### config.mk
export PLATFORM = sky130hd
export DESIGN_NAME = nibble_serial_adder_ctrl
export DESIGN_NICKNAME = d
export VERILOG_FILES = /design/src/rtl/nibble_serial_adder_ctrl.sv
export SDC_FILE = /design/constraint.sdc
export NUM_CORES = 1
export LEC_CHECK = 0
export CAP_MARGIN = 10
export CORE_UTILIZATION = 52
export CTS_CLUSTER_DIAMETER = 100
export DETAILED_ROUTE_END_ITERATION = 10
export PLACE_DENSITY = 0.84
export SLEW_MARGIN = 20
export SYNTH_ARGS = -nofsm -noshare
export SYNTH_HDL_FRONTEND = slang
export SYNTH_SLANG_ARGS = --single-unit
export TNS_END_PERCENT = 1
### constraint.sdc
create_clock -name clk -period 2.3 [get_ports clk]
set_input_delay 0.575 -clock clk [delete_from_list [all_inputs] [get_ports clk]]
set_output_delay 0.575 -clock clk [all_outputs]
set_load 0.05 [all_outputs]
### src/rtl/nibble_serial_adder_ctrl.sv
// nibble_serial_adder_ctrl: WIDTH-bit add/sub done one nibble per clock through a single 4-bit CLA slice.
module carry_look_ahead_4bit (
  input  logic [3:0] a,
  input  logic [3:0] b,
  input  logic       cin,
  output logic [3:0] sum,
  output logic       cout
);
  logic [3:0] g, p;
  logic [4:0] c;
  assign g = a & b;
  assign p = a ^ b;
  assign c[0] = cin;
  assign c[1] = g[0] | (p[0] & cin);
  assign c[2] = g[1] | (p[1] & g[0]) | (p[1] & p[0] & cin);
  assign c[3] = g[2] | (p[2] & g[1]) | (p[2] & p[1] & g[0]) | (p[2] & p[1] & p[0] & cin);
  assign c[4] = g[3] | (p[3] & g[2]) | (p[3] & p[2] & g[1]) | (p[3] & p[2] & p[1] & g[0])
              | (p[3] & p[2] & p[1] & p[0] & cin);
  assign sum  = p ^ c[3:0];
  assign cout = c[4];
endmodule

module nibble_serial_adder_ctrl #(
  parameter int WIDTH = 16
) (
  input  logic             clk,
  input  logic             rst,
  input  logic             in_valid,
  output logic             in_ready,
  input  logic [WIDTH-1:0] a,
  input  logic [WIDTH-1:0] b,
  input  logic             sub,
  output logic             out_valid,
  input  logic             out_ready,
  output logic [WIDTH-1:0] result,
  output logic             cout,
  output logic             overflow
);
  localparam int NIB = WIDTH / 4;
  localparam int CW  = $clog2(NIB + 1);
  if (WIDTH % 4 != 0 || WIDTH < 4) begin : g_bad_width
    $error("nibble_serial_adder_ctrl: WIDTH must be a multiple of 4 and at least 4");
  end
  typedef enum logic [1:0] {IDLE, RUN, DONE} state_t;
  state_t           state_q;
  logic [WIDTH-1:0] a_q, b_q, acc_q, acc_d, result_q, b_in;
  logic [CW-1:0]    cnt_q;
  logic             carry_q, sa_q, sb_q, in_ready_q, out_valid_q, cout_q, ov_q;
  logic [3:0]       sum4;
  logic             c4, last;
  carry_look_ahead_4bit u_slice (
    .a(a_q[3:0]), .b(b_q[3:0]), .cin(carry_q), .sum(sum4), .cout(c4)
  );
  assign b_in  = sub ? ~b : b;
  assign acc_d = WIDTH'({sum4, acc_q} >> 4);
  assign last  = cnt_q == CW'(NIB - 1);
  always_ff @(posedge clk) begin
    if (rst) begin
      state_q     <= IDLE;
      in_ready_q  <= 1'b1;
      out_valid_q <= 1'b0;
      result_q    <= '0;
      cout_q      <= 1'b0;
      ov_q        <= 1'b0;
      cnt_q       <= '0;
      a_q         <= '0;
      b_q         <= '0;
      acc_q       <= '0;
      carry_q     <= 1'b0;
      sa_q        <= 1'b0;
      sb_q        <= 1'b0;
    end else begin
      case (state_q)
        IDLE: if (in_valid) begin
          a_q        <= a;
          b_q        <= b_in;
          carry_q    <= sub;
          sa_q       <= a[WIDTH-1];
          sb_q       <= b_in[WIDTH-1];
          cnt_q      <= '0;
          acc_q      <= '0;
          in_ready_q <= 1'b0;
          state_q    <= RUN;
        end
        RUN: begin
          a_q     <= a_q >> 4;
          b_q     <= b_q >> 4;
          carry_q <= c4;
          acc_q   <= acc_d;
          cnt_q   <= cnt_q + CW'(1);
          if (last) begin
            state_q     <= DONE;
            out_valid_q <= 1'b1;
            result_q    <= acc_d;
            cout_q      <= c4;
            ov_q        <= (sa_q == sb_q) && (acc_d[WIDTH-1] != sa_q);
          end
        end
        DONE: if (out_ready) begin
          out_valid_q <= 1'b0;
          in_ready_q  <= 1'b1;
          state_q     <= IDLE;
        end
        default: state_q <= IDLE;
      endcase
    end
  end
  assign in_ready  = in_ready_q;
  assign out_valid = out_valid_q;
  assign result    = result_q;
  assign cout      = cout_q;
  assign overflow  = ov_q;
endmodule

* Word level (Yosys, flattened, before mapping) *
Cells that the tools add are included.

operators by class
  $add $sub $neg = 1
  multipliers = 0
  divide/modulo/power cells = 0
  magnitude comparators = 0
  equality and inequality tests = 8
  shift operators = 0
  mux-type cells = 21
  bitwise gates (word level) = 30
  reductions and logical operators = 11

operator list
  cell                                                                    count
  16-bit case mux with 2 select lines                                     3
  16-bit two-way mux                                                      4
  1-bit bitwise AND                                                       16
  16-bit inverter                                                         1
  1-bit OR                                                                10
  3-bit AND reduction                                                     3
  4-bit bitwise XOR                                                       2
  2-bit two-way mux                                                       3
  2-bit != test (second input constant)                                   3
  1-bit case mux with 2 select lines                                      3
  2-bit case mux with 3 select lines                                      1
  3-bit case mux with 2 select lines                                      1
  2-bit AND reduction                                                     3
  2-bit nonzero test                                                      3
  1-bit two-way mux                                                       5
  4-bit bitwise AND                                                       1
  3-bit by 1-bit adder with 3-bit output (second input constant)          1
  3-bit by 2-bit equality test with 1-bit output (second input constant)  1
  3-bit two-way mux                                                       1
  2-bit by 1-bit equality test with 1-bit output (second input constant)  1
  2-bit equality test (second input constant)                             1
  2-bit zero test                                                         1
  1-bit equality test                                                     1
  1-bit logical AND                                                       1
  1-bit != test                                                           1

word-level totals
  flip-flop bits (word level) = 76
  latch bits = 0
  RAM bits = 0
  bits in read-only memories = 0
  bits of input ports = 37
  output and inout bits = 20
  logic and storage cells = 84
  memories = 0

* Depth between registers and ports, before layout *
  depth in word-level cells = 8
  mapped depth = 6
  mapped depth without buffers = 6

* Hierarchy *
From an unflattened synthesis, not the netlist that was laid out.

unflattened totals
  cells, all modules = 327
  area total of the unflattened synthesis = 3026.7 µm²

by module, submodules not included
  module                    times used  cells an instance  area each (µm²)
  nibble_serial_adder_ctrl  1           310                2879.0
  carry_look_ahead_4bit     1           17                 147.6

* Worst setup path before layout *
Ideal clock, no wire load.

  path type = register to register
  start point = reg a_q[0]
  end point = reg ov_q (netlist: overflow)
  setup time = 0.088 ns
  arrival time = 1.643 ns
  data required time = 2.212 ns
  setup slack = 0.569 ns
  cell stages (with the launch flop) = 6
  period minus slack after synthesis = 1.731 ns
  cells stage by stage = dfxtp_1 -> ha_1 -> a211o_1 -> a211o_1 -> a31o_1 -> a311oi_2

on the way
  longest elaborated chain between the ends = 7
  elaborated cells on any way between the ends = 10
  those cells by class = 1 x eq/ne; 8 x bitwise; 1 x reduce/logical

ends and longest elaborated chain
  item                                                    RTL line  text
  start, declared                                         46        logic [WIDTH-1:0] a_q, b_q, acc_q, acc_d, result_q, b_in;
  start signal, assigned                                  86        a_q <= a_q >> 4;
  4-bit bitwise AND or 4-bit bitwise XOR (tied branches)  11, 12
  1-bit bitwise AND                                       16        assign c[3] = g[2] | (p[2] & g[1]) | (p[2] & p[1] & g[0]) | (p[2] & p[1] & p[0] & cin);
  1-bit OR or 1-bit bitwise AND (tied branches)           16
  1-bit OR (*)                                            16
  4-bit bitwise XOR (*)                                   19        assign sum = p ^ c[3:0];
  1-bit != test (*)                                       96        ov_q <= (sa_q == sb_q) && (acc_d[WIDTH-1] != sa_q);
  1-bit logical AND (*)                                   96
  end signal, assigned                                    96
  end, declared                                           48        logic carry_q, sa_q, sb_q, in_ready_q, out_valid_q, cout_q, ov_q;

Mark *: on every way between the ends. The rest lies on a longest branch, timed or not.
A chain may end at the register's enable or synchronous reset.

* Final worst setup path *
  start point = reg out_valid_q (netlist: out_valid)
  end point = out out_valid

RTL lines
  item                    RTL line  text
  start, declared         48
  start signal, assigned  61        out_valid_q <= 1'b0;
  start signal, assigned  93        out_valid_q <= 1'b1;
  start signal, assigned  100       out_valid_q <= 1'b0;
  end, declared           33        output logic out_valid,

No word-level cell between the ends.

==> flow_summary.yaml <==
outcome:
  status: "finished clean"
routing:
  vias_per_cell: 5.380
  drc: 0
  vias: 2663
  wl_per_cell_microns: 12.78
  detail_route.iter0.violations: 189
  wirelength_microns: 6325
  drtPass1Iterations: 4
  drtAntennaViolNets: 0
floorplan:
  fp.dieW_microns: 78.80
  die_h_microns: 78.80
  rows: 27
  coreArea_sq_um: 5608
  start_util_pct: 54.69
  io_pins: 57
  die_area_sq_um: 6209
sta:
  period_minus_slack_ns: 2.089
  drv_slew: 0
  hold_viol_final: 0
  slew_headroom_pct: 60.95
  rsz0062_at_grt: "no"
  setup_tns_ns: 0
  tightestPinTransition_ns: 0.5857
  setup_violations: 0
  fmax_ghz: 0.4788
  fin_skew_ns: 0.008008
  fin_crit_sh_pct: 90.81
global_route:
  grt_max_degree: 49
  overflow: 0
  grt_antenna_before_repair: 0
  grt_first_pass_wirelength_microns: 10900
  track_usage_pct: 22.60
  first_global_vias: 2496
clock_network:
  postCtsSetupBuffers: 0
  cts.sinks: 72
  clock_latency_ns: 0.34
  htree_num_levels: 3
  cts_buffers: 9
  postCtsHoldBufs: 0
  clk_path_buf_depth: 2
  cts-resized-gates: 0
  cts.reportedPaths.clkPinSlew_ns: 0.06
  cts_root_buf: "clkbuf_8"
  cts_tree: "built"
setup_path:
  crit_slowest_cell: "clkdlybuf4s50_1"
  crit_family: "buffers and inverters"
  critPathArrivalTime_ns: 1.51
  crit_chain: "clkdlybuf4s50_1"
  crit_path_max_incr_delay_ns: 0.82
  end_kind: "output pin"
  critPathMaxFanout: 3
  cp-start-kind: "flop"
  crit_required_ns: 1.73
  critPathKind: "flop to output pin"
  path_buf_inv: 1
place:
  place_hpwl_microns: 4268
  port-buffer-count: 56
  place_congestion: 0.8310
pwr:
  ir_drop_mv: 0.3403
  leakagePower_nw: 1.399
  power_density_nw_per_um2: 673.2
synth:
  synth-seq-cells: 72
  synthesis.area_sq_um: 3067
  synth_cells: 374
  async_flop_share_pct: 0
  syn-num-nets: 418
  ys.warnings.count: 0
  synth-edff-count: 0
  avgSynthCellArea_sq_um: 8.200
  ys.flop_type: "dfxtp_1"
  synth-seq-area-share_pct: 47.00
  ys_types: 34
final_layout:
  syn2layout_area_growth_pct: 24.93
  fillCellCount: 497
  antenna_cells: 0
  drive_gt1_share_pct: 7.092
  nets: 465
  final_util_pct: 68.32
run:
  cap_violations: 0
hold_path:
  min_path_type: "flop to flop"
-- cells in the mapped netlist, drive strengths merged, types with 2 or more instances --
| library cell | n | area share, % |
|---|---|---|
| nand2 | 87 | 11 |
| nand3 | 18 | 2.9 |
| dfxtp | 72 | 47 |
| a211o | 2 | 0.57 |
| a31oi | 2 | 0.41 |
| xnor2 | 4 | 1.1 |
| inv | 3 | 0.37 |
| a311oi | 13 | 3.9 |
| clkbuf | 10 | 1.2 |
| a21oi | 53 | 8.6 |
| a31o | 2 | 0.57 |
| nor2b | 2 | 0.41 |
| nor2 | 33 | 4.0 |
| nand2b | 3 | 0.61 |
| buf | 20 | 3.3 |
| xor2 | 13 | 3.7 |
| a22oi | 13 | 3.2 |
| ha | 6 | 2.4 |
| a2111oi | 3 | 0.86 |
| nand4 | 3 | 0.61 |
-- placed cells by master, fill, tap and decap left out, types with 2 or more instances in the layout --
master and count:
a2111oi_0 3, a211o_1 2, a21oi_1 53, a22oi_1 13
a311oi_1 12, a31oi_1 2, buf_4 9, clkbuf_8 11
clkdlybuf4s50_1 55, dfxtp_1 72, ha_1 6, inv_1 3
nand2_1 87, nand2b_1 3, nand3_1 18, nand4_1 3
nor2_1 33, xnor2_1 4, xor2_1 13
-- layout make-up --
cell class / instances / area [sq um] / area share, %
clock buffers: 12 / 155.1 / 4.050
clock inverters: 1 / 5.005 / 0.1306
inverters: 3 / 11.26 / 0.2939
multi-input cells: 269 / 1485 / 38.77
flip-flops and latches: 72 / 1441 / 37.62
well taps: 72 / 90.09 / 2.351
repair buffers: 66 / 643.1 / 16.79
-- power by group --
group          internal (mW)  switching (mW)  total, mW
Combinational          0.172           0.202      0.374
Sequential              1.31          0.0440       1.36
Clock                  0.431           0.418      0.850
Total                   1.91           0.664       2.58
-- worst paths after layout --
kind               end  startpoint  slack (ns)  cells past startpoint
max          out_valid   out_valid        0.21                      1
min          result[9]   result[9]        0.45                      2
max reg2reg   overflow      a_q[0]        0.41                      5
min reg2reg  result[9]   result[9]        0.45                      2
-- flip-flops by register name, indices dropped and copies added (netlist names), 2 cells and up --
signal	count
a_q	16
cnt_q	3
result	16
state_q	2
b_q	16
acc_q	12
-- logic make-up after synthesis --
| group | synth area share (%) |
|---|---|
| xor+xnor | 4.855 |
| fa+ha+maj | 3.101 |
| flops | 47.00 |
| compound gates | 19.38 |
| simple gates | 20.81 |
| buf+inv | 4.855 |
-- through the flow --
stage	cell area (sq um)	power [mW]	setup slack [ns]	cells	hold slack, ns
2_1_floorplan	3067	1.621	0.5686	374	0.4322
3_3_place_gp	3671	1.740	0.2309	482	0.4401
3_5_place_dp	3671	1.753	0.1668	482	0.4453
4_1_cts	3831	2.594	0.1880	495	0.4544
5_1_grt	3831	2.697	0.1486	495	0.4682
6_report	3831	2.579	0.2114	495	0.4528
-- routing by layer --
layer	vias to the layer above	global-route usage [%]	part of all wire (%)
li1	1376	-	-
met3	11	4.713	5.4
met1	1191	27.19	45
met5	-	0	0
met4	0	12.41	2.0
met2	85	37.57	48
(Power assumes the default switching activity.)
